<file path="config.mk">
export PLATFORM = sky130hd
export DESIGN_NAME = alu_seq
export DESIGN_NICKNAME = d
export VERILOG_FILES = /design/src/rtl/alu_seq.sv
export SDC_FILE = /design/constraint.sdc
export NUM_CORES = 1
export LEC_CHECK = 0
export BUFFER_PORTS_ARGS = -buffer_cell sky130_fd_sc_hd__buf_2
export CAP_MARGIN = 10
export CELL_PAD_IN_SITES_DETAIL_PLACEMENT = 1
export CELL_PAD_IN_SITES_GLOBAL_PLACEMENT = 2
export CORE_UTILIZATION = 35
export DETAILED_ROUTE_END_ITERATION = 10
export PLACE_DENSITY_LB_ADDON = 0.1
export SETUP_SLACK_MARGIN = 0.15
export SLEW_MARGIN = 0
export SYNTH_ARGS = -nofsm -noshare
export SYNTH_HDL_FRONTEND = slang
export SYNTH_SLANG_ARGS = --single-unit
</file>
<file path="constraint.sdc">
create_clock -name clk_i -period 2.9 [get_ports clk_i]
set_input_delay 0.145 -clock clk_i [delete_from_list [all_inputs] [get_ports clk_i]]
set_output_delay 0.145 -clock clk_i [all_outputs]
set_load 0.01 [all_outputs]
</file>
<file path="src/rtl/alu_seq.sv">
// alu_seq: multi-cycle execute unit with valid/ready request and response channels.
// Define ALU_SEQ_BARREL_SHIFT_EN to get single-step shifts; otherwise shifts move one bit per cycle.

package alu_seq_pkg;
    localparam int kALU_OP_SEL_WIDTH     = 4;
    localparam int kALU_BRANCH_SEL_WIDTH = 3;

    localparam logic [kALU_OP_SEL_WIDTH-1:0] kSAIL_ALUCTL_ILLEGAL = 4'd0;
    localparam logic [kALU_OP_SEL_WIDTH-1:0] kSAIL_ALUCTL_ADD     = 4'd1;
    localparam logic [kALU_OP_SEL_WIDTH-1:0] kSAIL_ALUCTL_SUB     = 4'd2;
    localparam logic [kALU_OP_SEL_WIDTH-1:0] kSAIL_ALUCTL_AND     = 4'd3;
    localparam logic [kALU_OP_SEL_WIDTH-1:0] kSAIL_ALUCTL_OR      = 4'd4;
    localparam logic [kALU_OP_SEL_WIDTH-1:0] kSAIL_ALUCTL_XOR     = 4'd5;
    localparam logic [kALU_OP_SEL_WIDTH-1:0] kSAIL_ALUCTL_SLT     = 4'd6;
    localparam logic [kALU_OP_SEL_WIDTH-1:0] kSAIL_ALUCTL_SLL     = 4'd7;
    localparam logic [kALU_OP_SEL_WIDTH-1:0] kSAIL_ALUCTL_SRL     = 4'd8;
    localparam logic [kALU_OP_SEL_WIDTH-1:0] kSAIL_ALUCTL_SRA     = 4'd9;

    localparam logic [kALU_BRANCH_SEL_WIDTH-1:0] kSAIL_BRANCH_NONE = 3'd0;
    localparam logic [kALU_BRANCH_SEL_WIDTH-1:0] kSAIL_BRANCH_BEQ  = 3'd1;
    localparam logic [kALU_BRANCH_SEL_WIDTH-1:0] kSAIL_BRANCH_BNE  = 3'd2;
    localparam logic [kALU_BRANCH_SEL_WIDTH-1:0] kSAIL_BRANCH_BLT  = 3'd3;
    localparam logic [kALU_BRANCH_SEL_WIDTH-1:0] kSAIL_BRANCH_BGE  = 3'd4;
    localparam logic [kALU_BRANCH_SEL_WIDTH-1:0] kSAIL_BRANCH_BLTU = 3'd5;
    localparam logic [kALU_BRANCH_SEL_WIDTH-1:0] kSAIL_BRANCH_BGEU = 3'd6;
endpackage

module alu_seq
    import alu_seq_pkg::*;
(
    input  logic                             clk_i,
    input  logic                             reset_i,
    input  logic                             req_valid_i,
    output logic                             req_ready_o,
    input  logic [kALU_OP_SEL_WIDTH-1:0]     op_sel_i,
    input  logic [kALU_BRANCH_SEL_WIDTH-1:0] branch_sel_i,
    input  logic                             cmp_unsigned_i,
    input  logic [31:0]                      a_i,
    input  logic [31:0]                      b_i,
    output logic                             rsp_valid_o,
    input  logic                             rsp_ready_i,
    output logic [31:0]                      result_o,
    output logic                             branch_taken_o,
    output logic                             illegal_o
);

`ifdef ALU_SEQ_BARREL_SHIFT_EN
    typedef enum logic [1:0] {
        ST_IDLE = 2'd0,
        ST_DONE = 2'd2
    } state_t;
`else
    typedef enum logic [1:0] {
        ST_IDLE  = 2'd0,
        ST_SHIFT = 2'd1,
        ST_DONE  = 2'd2
    } state_t;
`endif

    state_t      state_q;
    logic [31:0] result_q;
    logic        taken_q;
    logic        illegal_q;

    logic [4:0]  shamt;
    logic        eq;
    logic        lt_s;
    logic        lt_u;
    logic [31:0] op_res;
    logic        op_ill;
    logic        br_taken;
    logic        br_ill;
    logic        is_branch;

    assign shamt     = b_i[4:0];
    assign eq        = (a_i == b_i);
    assign lt_s      = ($signed(a_i) < $signed(b_i));
    assign lt_u      = (a_i < b_i);
    assign is_branch = (branch_sel_i != kSAIL_BRANCH_NONE);

    always_comb begin
        op_res = 32'd0;
        op_ill = 1'b0;
        case (op_sel_i)
            kSAIL_ALUCTL_ADD: op_res = a_i + b_i;
            kSAIL_ALUCTL_SUB: op_res = a_i - b_i;
            kSAIL_ALUCTL_AND: op_res = a_i & b_i;
            kSAIL_ALUCTL_OR:  op_res = a_i | b_i;
            kSAIL_ALUCTL_XOR: op_res = a_i ^ b_i;
            kSAIL_ALUCTL_SLT: op_res = {31'd0, (cmp_unsigned_i ? lt_u : lt_s)};
`ifdef ALU_SEQ_BARREL_SHIFT_EN
            kSAIL_ALUCTL_SLL: op_res = a_i << shamt;
            kSAIL_ALUCTL_SRL: op_res = a_i >> shamt;
            kSAIL_ALUCTL_SRA: op_res = $unsigned($signed(a_i) >>> shamt);
`else
            // Nonzero amounts go to the iterative path; only shift-by-0 lands here.
            kSAIL_ALUCTL_SLL,
            kSAIL_ALUCTL_SRL,
            kSAIL_ALUCTL_SRA: op_res = a_i;
`endif
            default:          op_ill = 1'b1;
        endcase
    end

    always_comb begin
        br_taken = 1'b0;
        br_ill   = 1'b0;
        case (branch_sel_i)
            kSAIL_BRANCH_BEQ:  br_taken = eq;
            kSAIL_BRANCH_BNE:  br_taken = ~eq;
            kSAIL_BRANCH_BLT:  br_taken = lt_s;
            kSAIL_BRANCH_BGE:  br_taken = ~lt_s;
            kSAIL_BRANCH_BLTU: br_taken = lt_u;
            kSAIL_BRANCH_BGEU: br_taken = ~lt_u;
            default:           br_ill   = 1'b1;
        endcase
    end

`ifndef ALU_SEQ_BARREL_SHIFT_EN
    logic [31:0]                  work_q;
    logic [4:0]                   count_q;
    logic [kALU_OP_SEL_WIDTH-1:0] shift_op_q;
    logic [31:0]                  work_nxt;
    logic                         start_shift;

    assign start_shift = (shamt != 5'd0) &&
                         ((op_sel_i == kSAIL_ALUCTL_SLL) ||
                          (op_sel_i == kSAIL_ALUCTL_SRL) ||
                          (op_sel_i == kSAIL_ALUCTL_SRA));

    always_comb begin
        case (shift_op_q)
            kSAIL_ALUCTL_SLL: work_nxt = {work_q[30:0], 1'b0};
            kSAIL_ALUCTL_SRL: work_nxt = {1'b0, work_q[31:1]};
            default:          work_nxt = {work_q[31], work_q[31:1]};
        endcase
    end
`endif

    always_ff @(posedge clk_i or posedge reset_i) begin
        if (reset_i) begin
            state_q    <= ST_IDLE;
            result_q   <= 32'd0;
            taken_q    <= 1'b0;
            illegal_q  <= 1'b0;
`ifndef ALU_SEQ_BARREL_SHIFT_EN
            work_q     <= 32'd0;
            count_q    <= 5'd0;
            shift_op_q <= kSAIL_ALUCTL_ILLEGAL;
`endif
        end else begin
            case (state_q)
                ST_IDLE: begin
                    if (req_valid_i) begin
                        if (is_branch) begin
                            result_q  <= 32'd0;
                            taken_q   <= br_taken;
                            illegal_q <= br_ill;
                            state_q   <= ST_DONE;
                        end
`ifndef ALU_SEQ_BARREL_SHIFT_EN
                        else if (start_shift) begin
                            work_q     <= a_i;
                            count_q    <= shamt;
                            shift_op_q <= op_sel_i;
                            result_q   <= 32'd0;
                            taken_q    <= 1'b0;
                            illegal_q  <= 1'b0;
                            state_q    <= ST_SHIFT;
                        end
`endif
                        else begin
                            result_q  <= op_res;
                            taken_q   <= 1'b0;
                            illegal_q <= op_ill;
                            state_q   <= ST_DONE;
                        end
                    end
                end
`ifndef ALU_SEQ_BARREL_SHIFT_EN
                ST_SHIFT: begin
                    work_q  <= work_nxt;
                    count_q <= count_q - 5'd1;
                    if (count_q == 5'd1) begin
                        result_q <= work_nxt;
                        state_q  <= ST_DONE;
                    end
                end
`endif
                ST_DONE: begin
                    if (rsp_ready_i) begin
                        state_q <= ST_IDLE;
                    end
                end
                default: state_q <= ST_IDLE;
            endcase
        end
    end

    // Ready is masked by reset so it reads 0 for the whole time reset is held.
    assign req_ready_o    = (state_q == ST_IDLE) && !reset_i;
    assign rsp_valid_o    = (state_q == ST_DONE);
    assign result_o       = result_q;
    assign branch_taken_o = taken_q;
    assign illegal_o      = illegal_q;

endmodule

</file>
# Word level (Yosys, flattened, before mapping)
# Index checks and enable logic that the tools add are counted.
# totals
out_inout_bits	36
reg_bits	77
input_bits	76
# classes
n_eq_ne	26
reduce_logical	17
muxes	28
order_cmp	2
add_sub_neg	3
bitwise	7
# ops
cell	count
$mux W32	7
$pmux W32 S7	1
$pmux W32 S2	3
$lt A32 B32 Y1	2
$add A32 B32 Y32	1
$and A32 B32 Y32	1
$eq A32 B32 Y1	1
$or A32 B32 Y32	1
$sub A32 B32 Y32	1
$xor A32 B32 Y32	1
$eq A4 B3 Y1 const B	5
$mux W5	3
$eq A4 B4 Y1 const B	3
$mux W2	5
$pmux W5 S2	1
$eq A3 B3 Y1 const B	3
$reduce_or A9 Y1	1
$eq A4 B2 Y1 const B	2
$ne A2 B2 Y1 const B	4
$reduce_and A4 Y1	2
$eq A3 B2 Y1 const B	2
$mux W1	6
$pmux W1 S6	1
$pmux W2 S3	1
19 further kinds	25

# Depth between registers and ports, before layout
# Gate-level depths: netlist of the first run.
# depth
word_depth	8
mapped_depth	13
depth_no_buf	13

# Worst setup path before layout of the first run
# Ideal clock, no wire load.
# synth_timing
kind	input to register
start	in a_i[0]
end	reg taken_q (netlist: branch_taken_o)
t_required_ps	2742
arrival_ps	2547
slack_ps	195
stages	13
path_buffers	0
path_cell_list	inv_1 ha_1 inv_1 fa_1 nor2b_1 o21ai_1 a31oi_2 a221oi_1 and4_1 nor3b_2 or4_1 nand2_1 a41oi_1
# synth_via
elab_chain_len	4
# synth_lines
element	line_no	text
start: declaration	38	input logic [31:0] a_i,
$lt A32 B32 Y1 (tied with other cells)	78	assign lt_u = (a_i < b_i);
$not A1 Y1, on equally long branches	114, 110, 112	
$pmux W1 S6 *	108	case (branch_sel_i)
$mux W1 *	155	if (is_branch) begin
end signal: assignment	157	taken_q <= br_taken;
end: declaration	62	logic taken_q;
# Every way passes the cells marked *; elsewhere a longest branch is shown, timed or not.
# A chain may end at the register's enable or synchronous reset.

# Worst setup path after layout of the first run
# layout_timing
start	in a_i[0]
end	reg result_q[26] (netlist: result_o[26])
# layout_via
elab_chain_len	6
# layout_lines
element	line_no	text
$sub A32 B32 Y32 / $add A32 B32 Y32 (equally long branches)	86, 85	
$pmux W32 S7 *	84	case (op_sel_i)
$mux W32 *	162	else if (start_shift) begin
$mux W32 *	155	
$mux W32 *	154	if (req_valid_i) begin
$pmux W32 S2 *	152	case (state_q)
end signal: assignment	173	result_q <= op_res;
end signal: assignment	185	result_q <= work_nxt;
end: declaration	61	logic [31:0] result_q;
# Every way passes the cells marked *; elsewhere a longest branch is shown, timed or not. The select of a mux whose other input is x is not followed.

==> results of run 1 <==
[repair_timing]
item | in CTS | in global routing
pin swaps | 7 | 9
hold buffers | 1 | 0
buffers inserted | 1 | 2
setup endpoints to repair | 8 | 19
hold endpoints to repair | 36 | 0
gates resized for setup | 11 | 23
[metal layers]
metal	wire, um	GRT usage, %	share of wire, %	vias up
li1	-	-	-	5200
met1	21600	46.4	49	5547
met2	18800	48.1	43	366
met3	2780	5.20	6.3	57
met4	969	7.79	2.2	0
met5	0	0	0	-
[registers in the layout, summed over array words and instances, names as in the netlist]
name	count
count_q	5
state_q	2
work_q	32
shift_op_q	4
branch_taken_o	1
result_o	32
illegal_o	1
[final cells by class]
class	instances	area, um2
multi-input combinational	1032	7090
clock buffer	10	239
clock inverter	6	119
tap	341	427
sequential	77	1930
timing repair buffer	326	2230
inverter	104	392
fill	3423	14600
[placed cells by master, fill, tap and decap left out, drive strengths merged, types with 13 or more instances in the layout]
| cell | instances |
|---|---|
| a221oi | 23 |
| nand2b | 13 |
| a21oi | 133 |
| mux2 | 26 |
| o21bai | 20 |
| nor2b | 20 |
| nor3 | 31 |
| o21ai | 103 |
| inv | 104 |
| ha | 105 |
| nor4 | 13 |
| a31oi | 27 |
| dfrtp | 77 |
| nor2 | 134 |
| nand2 | 125 |
| buf | 325 |
| o31ai | 17 |
| a211oi | 14 |
| nand3 | 40 |
[cell families after synthesis]
group,Yosys count
adders and majority gates,107
buffers and inverters,189
AOI/OAI and AO/OA,456
muxes,36
xor gates and xnor gates,6
DFF,77
and+or+nand+nor,427
[power breakdown]
part	leakage [nW]	internal [mW]	switching, mW	total, mW
registers	0.971	1.44	0.399	1.84
clock network	0.175	0.876	0.556	1.43
logic	4.70	1.11	1.40	2.51
total	5.85	3.42	2.35	5.78
[worst paths after layout]
check                               endpoint  slack [ps]          from
worst min-delay path              state_q[1]          40   rsp_ready_i
worst min register to register  result_o[10]         480  result_o[10]
max in group asynchronous         work_q[16]        1760       reset_i
worst max-delay path            result_o[26]         170        a_i[0]
min in group asynchronous         state_q[1]         430       reset_i
worst max register to register  result_o[31]         380    count_q[0]
[metrics by stage]
stage	utilization, %	cells
after global routing	46.0	1896
after floorplan	-	1298
after detailed placement	44.0	1876
after CTS	45.6	1894
after global placement	44.0	1876
final	46.0	1896
[worst max-delay path, stage by stage]
cell and delay, ps:
sky130_fd_sc_hd__buf_2 120, sky130_fd_sc_hd__inv_2 60, sky130_fd_sc_hd__ha_2 180, sky130_fd_sc_hd__inv_1 60
sky130_fd_sc_hd__fa_2 350, sky130_fd_sc_hd__nor2b_1 170, sky130_fd_sc_hd__o21ai_2 200, sky130_fd_sc_hd__a31oi_4 130
sky130_fd_sc_hd__buf_4 170, sky130_fd_sc_hd__a311oi_4 280, sky130_fd_sc_hd__o41a_1 270, sky130_fd_sc_hd__o2111ai_2 190
sky130_fd_sc_hd__a21oi_2 190, sky130_fd_sc_hd__mux2i_1 90, sky130_fd_sc_hd__or3_1 350
==> qor.txt, run 1 <==
==================================================================================================
Root Driver ......................................................................... sky130_fd_sc_hd__clkbuf_16
Pre-antenna DRT Iters ...............................................................            4
Share of synthesized flip-flops with an asynchronous set or reset ...................         100%
Total congestion overflow ...........................................................            0
Count of different cell masters after synthesis .....................................           96
Std cell rows .......................................................................           60
Adder-Cell Fraction of Synth Area ...................................................        14.0%
Outcome ............................................................................. complete, no violations
Share of synthesized area occupied by flip-flops and latches ........................        19.9%
Worst vdd rail ir drop ..............................................................     0.294 mV
TritonCTS clock tree ................................................................          yes
Chip width ..........................................................................       168 um
IO Count ............................................................................          112
Fmax achieved .......................................................................    0.366 GHz
Kind of launch point of the worst setup path ........................................ primary input
Ratio of total power to cell area ...................................................   465 mW/mm2
Number of warnings printed during yosys synthesis ...................................            0
Count of max-cap constraint violations ..............................................            0
Die area ............................................................................   0.0283 mm2
Average via count per standard cell .................................................         5.89
Most frequent cells after synthesis ................................................. sky130_fd_sc_hd__nor2_1 (134), sky130_fd_sc_hd__a21oi_1 (131), sky130_fd_sc_hd__nand2_1 (124), sky130_fd_sc_hd__ha_1 (105), sky130_fd_sc_hd__inv_1 (100)
Dpl hpwl ............................................................................     35300 um
Vertical extent of the die ..........................................................       168 um
Relative area change from synthesis to final layout .................................        28.6%
Final layout net count ..............................................................         1733
Final-report setup violation count ..................................................            0
Number of flops mapped to enable cells by yosys .....................................            0
Worst Tran Pin Value ................................................................      1160 ps
Number of instances on the worst hold path ..........................................            3
Total placed instance area ..........................................................   0.0119 mm2
Maximum number of pins on one net before global-route repair ........................           42
Kind of critical path ...............................................................       in2reg
Mapped cell area ....................................................................  0.00966 mm2
Clock transition time at the flip-flop clock pins of the worst setup and hold paths .        80 ps
Vias ................................................................................        11200
Average size of a mapped cell .......................................................     7.44 um2
Final worst path period need ........................................................      2730 ps
Clock latency on the worst-skew pair ................................................       360 ps
Most numerous cell in the Yosys netlist ............................................. sky130_fd_sc_hd__nor2_1
Detailed Route WL ...................................................................     44200 um
Quantity of I/O buffers inserted on ports ...........................................          111
Overall track demand over capacity in global routing ................................        31.7%
Wire length of the first global-routing pass ........................................     68200 um
Clock sink count ....................................................................           77
Length in cells of the worst reg-to-reg path ........................................            9
ANT nets after route ................................................................            0
Number of remaining DRC errors ......................................................            0
Syn_nets ............................................................................         1481
Signal arrival time at the worst endpoint ...........................................      2960 ps
Placement-stage worst setup slack ...................................................      -409 ps
Max-slew headroom at the worst pin ..................................................        22.5%
Most common flop cell mapped by yosys ............................................... sky130_fd_sc_hd__dfrtp_1
Final Power .........................................................................      5.78 mW
Final worst hold slack ..............................................................      42.1 ps
Starting density of the core ........................................................        35.7%
Number of antenna violations at the first check in global routing ...................            0
Area of the core ....................................................................   0.0270 mm2
Category of the worst setup path capture point ......................................     register
Number of global-route vias before repair ...........................................        11300
Fraction of synthesized cell area taken by the top area cell type ...................        19.9%
Worst-path fanout max ...............................................................            3
Final cycle utilization of the critical path ........................................        94.2%
Share of the synthesized area in compound gates (AO/OA/AOI/OAI) .....................        31.5%
WL per Instance .....................................................................      23.3 um
Fraction of the mapped netlist area in simple logic gates ...........................        21.6%
Largest clock skew in the final design ..............................................      17.2 ps
Setup repair after global routing missed its margin .................................         true
Iteration-0 DRC Markers .............................................................          985
Min-Delay Path Class ................................................................       in2reg
Finished Cell Area ..................................................................   0.0124 mm2
Area share of xor/xnor cells in the synthesized design ..............................       0.544%
Synthesized instance count ..........................................................         1298
Fraction of final layout cells with drive strength greater than 1 ...................        28.4%
Count of final hold-check violations ................................................            0
Maximum root-to-sink buffer count ...................................................            2
Share of cell area taken by muxes after synthesis ...................................        4.07%
ANT cells ...........................................................................            0
Leakage Power .......................................................................      5.85 nW
Seq cells post-synth ................................................................           77
Final GP Congestion .................................................................        0.948
Req. time, crit path ................................................................      3130 ps
Cell types with the largest area share after synthesis .............................. sky130_fd_sc_hd__dfrtp_1 (20%), sky130_fd_sc_hd__ha_1 (14%), sky130_fd_sc_hd__a21oi_1 (6.8%), sky130_fd_sc_hd__nor2_1 (5.2%), sky130_fd_sc_hd__nand2_1 (4.8%)
Main combinational cell family by area after synthesis .............................. compound AO/OA/AOI/OAI gates
Setup ws final ......................................................................       169 ps
Total negative setup slack ..........................................................         0 ps
Cell taking the most area after synthesis ........................................... sky130_fd_sc_hd__dfrtp_1
Max-slew violation total from the final report ......................................            0
CTS Buf Count .......................................................................            9
Level count of the clock H-tree .....................................................            3
==================================================================================================
(Power assumes the default switching activity.)
==> inputs of run 2 (changes only) <==
--- a/config.mk
+++ b/config.mk
@@ -5,12 +5,12 @@
 export SDC_FILE = /design/constraint.sdc
 export NUM_CORES = 1
 export LEC_CHECK = 0
-export BUFFER_PORTS_ARGS = -buffer_cell sky130_fd_sc_hd__buf_2
 export CAP_MARGIN = 10
 export CELL_PAD_IN_SITES_DETAIL_PLACEMENT = 1
 export CELL_PAD_IN_SITES_GLOBAL_PLACEMENT = 2
-export CORE_UTILIZATION = 35
+export CORE_UTILIZATION = 38
 export DETAILED_ROUTE_END_ITERATION = 10
+export DONT_BUFFER_PORTS = 1
 export PLACE_DENSITY_LB_ADDON = 0.1
 export SETUP_SLACK_MARGIN = 0.15
 export SLEW_MARGIN = 0
==> qor.txt, run 2 (synthesis results as in run 1) <==
==================================================================================================
Outcome ............................................................................. complete, no violations
Worst Tran Pin Value ................................................................       802 ps   -361 ps
Maximum root-to-sink buffer count ...................................................            2   unchanged
Most common cell after layout, fill and taps aside .................................. sky130_fd_sc_hd__buf_4
Maximum number of pins on one net before global-route repair ........................           41   -2.4%
Worst-path fanout max ...............................................................            4   +1
Average via count per standard cell .................................................         6.13   +4.1%
Footprint of the multi-input gates ..................................................  0.00701 mm2   -1.1%
Layout filler cell count ............................................................         3133   -8.5%
Worst vdd rail ir drop ..............................................................     0.241 mV   -18%
Starting density of the core ........................................................        39.3%   +3.5 points
Worst-path cell chain ............................................................... inv_1, ha_1, nor4_1, and3_1, nor2b_1, a31oi_1, buf_4, a31oi_1, nor2b_1, xnor2_1, o221ai_1, a221o_1
Area of the core ....................................................................   0.0246 mm2   -9.0%
Core occupancy in the finished layout ...............................................        45.8%   -0.15 points
Clock sink count ....................................................................           77   unchanged
Level count of the clock H-tree .....................................................            3   unchanged
Quantity of I/O buffers inserted on ports ...........................................            0   -100%
Largest clock skew in the final design ..............................................      12.6 ps   -4.60 ps
CTS Buf Count .......................................................................            9   unchanged
Final layout net count ..............................................................         1568   -9.5%
Total placed instance area ..........................................................   0.0108 mm2   -9.0%
Count of final hold-check violations ................................................            0   unchanged
Detailed Route WL ...................................................................     41500 um   -6.0%
Commonest non-fill, non-tap cells in the layout ..................................... sky130_fd_sc_hd__buf_4 (149), sky130_fd_sc_hd__nor2_1 (133), sky130_fd_sc_hd__a21oi_1 (130)
Total congestion overflow ...........................................................            0   unchanged
Kind of critical path ...............................................................       in2reg
Number of antenna violations at the first check in global routing ...................            0   unchanged
WL per Instance .....................................................................      24.2 um   +4.1%
TritonCTS clock tree ................................................................          yes
Final-report setup violation count ..................................................            0   unchanged
Setup repair after global routing missed its margin .................................         true
Vertical extent of the die ..........................................................       161 um   -4.0%
Dpl hpwl ............................................................................     33200 um   -5.9%
Relative area change from synthesis to final layout .................................        16.7%
Final cycle utilization of the critical path ........................................        92.5%   -1.6 points
Pre-antenna DRT Iters ...............................................................            6   +2
Finished Cell Area ..................................................................   0.0113 mm2   -9.3%
Signal arrival time at the worst endpoint ...........................................      2920 ps   -40 ps
Delay contributed by the slowest stage of the critical path .........................       500 ps   +150 ps
Category of the worst setup path capture point ......................................     register
Max-slew violation total from the final report ......................................            0   unchanged
IO Count ............................................................................          112   unchanged
Slowest-stage cell, CP .............................................................. sky130_fd_sc_hd__nor4_1
Ratio of total power to cell area ...................................................   459 mW/mm2   -1.2%
Chip width ..........................................................................       161 um   -4.0%
Leakage Power .......................................................................      5.06 nW   -14%
Vias ................................................................................        10500   -6.0%
Final worst path period need ........................................................      2680 ps   -47.3 ps
Overall track demand over capacity in global routing ................................        32.2%   +0.54 points
Count of max-cap constraint violations ..............................................            0   unchanged
Fraction of final layout cells with drive strength greater than 1 ...................        17.9%   -10 points
ANT cells ...........................................................................            0   unchanged
FF+latch area .......................................................................  0.00193 mm2   unchanged
Die area ............................................................................   0.0261 mm2   -7.8%
ANT nets after route ................................................................            0   unchanged
Root Driver ......................................................................... sky130_fd_sc_hd__clkbuf_16
Std cell rows .......................................................................           57   -5.0%
Kind of launch point of the worst setup path ........................................ primary input
Final GP Congestion .................................................................        0.893   -5.8%
Min-Delay Path Class ................................................................       in2reg
Number of global-route vias before repair ...........................................        10700   -5.9%
Fmax achieved .......................................................................    0.373 GHz   +1.8%
Number of remaining DRC errors ......................................................            0   unchanged
Req. time, crit path ................................................................      3140 ps   about the same
Max-slew headroom at the worst pin ..................................................        46.3%   +24 points
Clock latency on the worst-skew pair ................................................       350 ps   about the same
Clock transition time at the flip-flop clock pins of the worst setup and hold paths .        70 ps   about the same
Iteration-0 DRC Markers .............................................................         1024   +4.0%
Wire length of the first global-routing pass ........................................     64200 um   -5.9%
==================================================================================================
run 2: repair_timing:
action / in CTS / in global routing
setup endpoints to repair: 1 / 11
buffers inserted: 0 / 0
pin swaps: 0 / 5
hold buffers: 10 / 0
gates resized for setup: 1 / 16
endpoints found under the hold margin: 45 / 0
run 2: worst paths after layout:
path                            start           end  slack [ps]  depth (start not counted)
setup reg to reg           count_q[1]  result_o[31]         400                         10
max in group asynchronous     reset_i  result_o[16]        1760                          3
hold / removal                a_i[19]    work_q[19]          30                          2
setup / recovery              a_i[20]  result_o[25]         220                         12
hold reg to reg            count_q[0]    count_q[0]         540                          1
min in group asynchronous     reset_i    state_q[1]         360                          2
run 2: cell type report:
class | instances | area share (%)
inverter | 104 | 3.47
multi-input combinational | 1032 | 62.2
clock inverter | 2 | 0.311
sequential | 77 | 17.1
clock buffer | 12 | 2.19
tap | 324 | 3.60
timing repair buffer | 161 | 11.2
run 2: report_power, final:
group / total, mW / internal (mW) / switching [mW]
sequential: 1.89 / 1.44 / 0.452
combinational: 2.13 / 0.934 / 1.20
clock: 1.15 / 0.681 / 0.469
total: 5.18 / 3.06 / 2.12
run 2: per-layer routing:
metal  track usage [%]  routed length [um]
met1              46.3               19700
met2              50.8               18200
met3              4.67                2870
met4              6.82                 744
met5                 0                   0
run 2: worst max-delay path: cells and delay by family:
family | cells | cell delay, ps
XOR/XNOR | 1 | 140
AO/OA/AOI/OAI | 4 | 910
AND/OR/NAND/NOR | 4 | 1120
buffers and inverters | 2 | 190
adder cells (fa/ha/maj) | 1 | 380
run 2: stage by stage:
| stage | setup TNS (ps) | setup slack, ps | instances | hold slack [ps] | total power, mW |
|---|---|---|---|---|---|
| detailed placement | -746 | -207 | 1688 | 190 | 3.97 |
| global route | 0 | 145 | 1712 | 28.7 | 5.51 |
| finish | 0 | 217 | 1712 | 32.7 | 5.18 |
| CTS | 0 | 219 | 1712 | 9.93 | 5.14 |
| floorplan | 0 | 195 | 1298 | 291 | 3.16 |
| global placement | -283 | -212 | 1688 | 188 | 3.91 |
==> inputs of run 3 (changes only) <==
--- a/config.mk
+++ b/config.mk
@@ -11,7 +11,8 @@
 export CORE_UTILIZATION = 38
 export DETAILED_ROUTE_END_ITERATION = 10
 export DONT_BUFFER_PORTS = 1
-export PLACE_DENSITY_LB_ADDON = 0.1
+export PLACE_DENSITY = 0.88
+export RECOVER_POWER = 25
 export SETUP_SLACK_MARGIN = 0.15
 export SLEW_MARGIN = 0
 export SYNTH_ARGS = -nofsm -noshare
==> qor.txt, run 3 (synthesis results as in run 1) <==
==================================================================================================
Outcome ............................................................................. complete, but fails checks
Failing checks ...................................................................... capacitance limit, slew limit
Max-slew headroom at the worst pin ..................................................       -27.4%   -74 points
Iteration-0 DRC Markers .............................................................          982   -4.1%
Area of the core ....................................................................   0.0246 mm2   unchanged
Total congestion overflow ...........................................................            0   unchanged
Final worst path period need ........................................................      2640 ps   -42.9 ps
Most common cell after layout, fill and taps aside .................................. sky130_fd_sc_hd__nor2_1
Die area ............................................................................   0.0261 mm2   unchanged
Total placed instance area ..........................................................   0.0107 mm2   -1.2%
Starting density of the core ........................................................        39.3%   unchanged
Worst Tran Pin Value ................................................................      1900 ps   +1100 ps
Setup repair after global routing missed its margin .................................        false
Number of remaining DRC errors ......................................................            0   unchanged
Wire length of the first global-routing pass ........................................     64200 um   about the same
Final GP Congestion .................................................................        0.920   +3.1%
WL per Instance .....................................................................      24.3 um   +0.34%
Req. time, crit path ................................................................      3120 ps   -20 ps
Chip width ..........................................................................       161 um   unchanged
Kind of launch point of the worst setup path ........................................ primary input
Core occupancy in the finished layout ...............................................        45.5%   -0.33 points
Pre-antenna DRT Iters ...............................................................            5   -1
Overall track demand over capacity in global routing ................................        31.7%   -0.56 points
Ratio of total power to cell area ...................................................   474 mW/mm2   +3.3%
Hold Crit Start .....................................................................       b_i[2]
Root Driver ......................................................................... sky130_fd_sc_hd__clkbuf_16
Clock latency on the worst-skew pair ................................................       360 ps   about the same
Fraction of final layout cells with drive strength greater than 1 ...................        16.7%   -1.3 points
Kind of critical path ...............................................................       in2reg
Min-Delay Path Class ................................................................       in2reg
Count of max-cap constraint violations ..............................................            1   +1
Max-slew violation total from the final report ......................................           38   +38
Std cell rows .......................................................................           57   unchanged
Final worst hold slack ..............................................................      9.08 ps   -23.6 ps
Final layout net count ..............................................................         1547   -1.3%
Final cycle utilization of the critical path ........................................        91.0%   -1.5 points
Commonest non-fill, non-tap cells in the layout ..................................... sky130_fd_sc_hd__nor2_1 (133), sky130_fd_sc_hd__a21oi_1 (130), sky130_fd_sc_hd__buf_4 (126)
IO Count ............................................................................          112   unchanged
Worst vdd rail ir drop ..............................................................     0.242 mV   +0.25%
Signal arrival time at the worst endpoint ...........................................      2860 ps   -60 ps
ANT nets after route ................................................................            0   unchanged
Maximum root-to-sink buffer count ...................................................            2   unchanged
Average via count per standard cell .................................................         6.32   +3.0%
Clock sink count ....................................................................           77   unchanged
Vias ................................................................................        10700   +1.8%
Leakage Power .......................................................................      4.98 nW   -1.5%
Finished Cell Area ..................................................................   0.0112 mm2   -0.71%
Reg2Reg Capture Point ............................................................... result_o[19]
Category of the worst setup path capture point ......................................     register
Final-report setup violation count ..................................................            0   unchanged
Relative area change from synthesis to final layout .................................        15.9%
Clock transition time at the flip-flop clock pins of the worst setup and hold paths .        60 ps   about the same
Worst-path fanout max ...............................................................            4   unchanged
R2r startpoint ......................................................................   count_q[1]
Number of global-route vias before repair ...........................................        11100   +3.7%
CTS Buf Count .......................................................................            9   unchanged
Length in cells of the worst reg-to-reg path ........................................           11   +1
ANT cells ...........................................................................            0   unchanged
Quantity of I/O buffers inserted on ports ...........................................            0   unchanged
Maximum number of pins on one net before global-route repair ........................           66   +61%
Level count of the clock H-tree .....................................................            3   unchanged
Dpl hpwl ............................................................................     31800 um   -4.0%
Register-to-register setup slack ....................................................       290 ps   -110 ps
Fmax achieved .......................................................................    0.379 GHz   +1.6%
Placement-stage worst setup slack ...................................................      -227 ps   -20.4 ps
End of the worst hold path ..........................................................   count_q[2]
TritonCTS clock tree ................................................................          yes
Detailed Route WL ...................................................................     41200 um   -0.77%
Number of antenna violations at the first check in global routing ...................            0   unchanged
Count of final hold-check violations ................................................            0   unchanged
Vertical extent of the die ..........................................................       161 um   unchanged
Largest clock skew in the final design ..............................................      9.56 ps   -3.06 ps
Setup ws final ......................................................................       260 ps   +42.9 ps
Number of instances on the worst hold path ..........................................            2   unchanged
==================================================================================================
-- run 3: metal layers --
layer | up-vias | GRT usage (%) | wire (um)
met3 | 68 | 4.67 | 3340
met4 | 0 | 9.69 | 909
met5 | - | 0 | 0
li1 | 4832 | - | -
met2 | 448 | 51.7 | 19000
met1 | 5344 | 42.9 | 17900
-- run 3: worst max-delay path by stage --
stage / endpoint / depth (start not counted) / start
after floorplan: branch_taken_o / 13 / a_i[0]
after global placement: result_o[18] / 14 / a_i[0]
after detailed placement: result_o[18] / 14 / a_i[0]
after CTS: result_o[22] / 15 / a_i[0]
after global routing: result_o[26] / 14 / a_i[0]
final: result_o[22] / 15 / a_i[0]
-- run 3: through the flow --
| stage | TNS, ps | power, mW | instances |
|---|---|---|---|
| floorplan | 0 | 3.16 | 1298 |
| global placement | -832 | 3.85 | 1667 |
| detailed placement | -1650 | 3.94 | 1667 |
| CTS | 0 | 5.25 | 1692 |
| global route | 0 | 5.60 | 1693 |
| finish | 0 | 5.31 | 1693 |
-- run 3: cell type report --
cell class	instances	area, um2
inverters	104	392
multi-input cells	1032	7020
flip-flops and latches	77	1930
clock inverters	3	67.6
repair buffers	140	1130
clock buffers	13	260
fillers	3105	13400
well taps	324	405
-- run 3: timing repair --
item                       in CTS  in global routing
setup endpoints to repair       1                 11
setup buffers                   0                  1
resized for setup               1                 14
hold buffers                    9                  0
pin swaps                       0                  5
hold endpoints to repair       45                  0
-- run 3: worst max-delay path: stages --
cell,delay [ps]
sky130_fd_sc_hd__inv_1,50
sky130_fd_sc_hd__ha_2,190
sky130_fd_sc_hd__inv_1,60
sky130_fd_sc_hd__fa_1,370
sky130_fd_sc_hd__nor2b_1,160
sky130_fd_sc_hd__o21ai_2,230
sky130_fd_sc_hd__a31oi_4,150
sky130_fd_sc_hd__a221oi_2,280
sky130_fd_sc_hd__buf_4,160
sky130_fd_sc_hd__nand3_1,180
sky130_fd_sc_hd__buf_4,210
sky130_fd_sc_hd__a31oi_1,170
sky130_fd_sc_hd__mux2i_1,100
sky130_fd_sc_hd__nor3_1,240
sky130_fd_sc_hd__o221ai_1,140
-- run 3: report_power, final --
part | switching (mW) | internal [mW]
clock | 0.479 | 0.802
combinational | 1.22 | 0.914
sequential | 0.448 | 1.44
total | 2.15 | 3.16
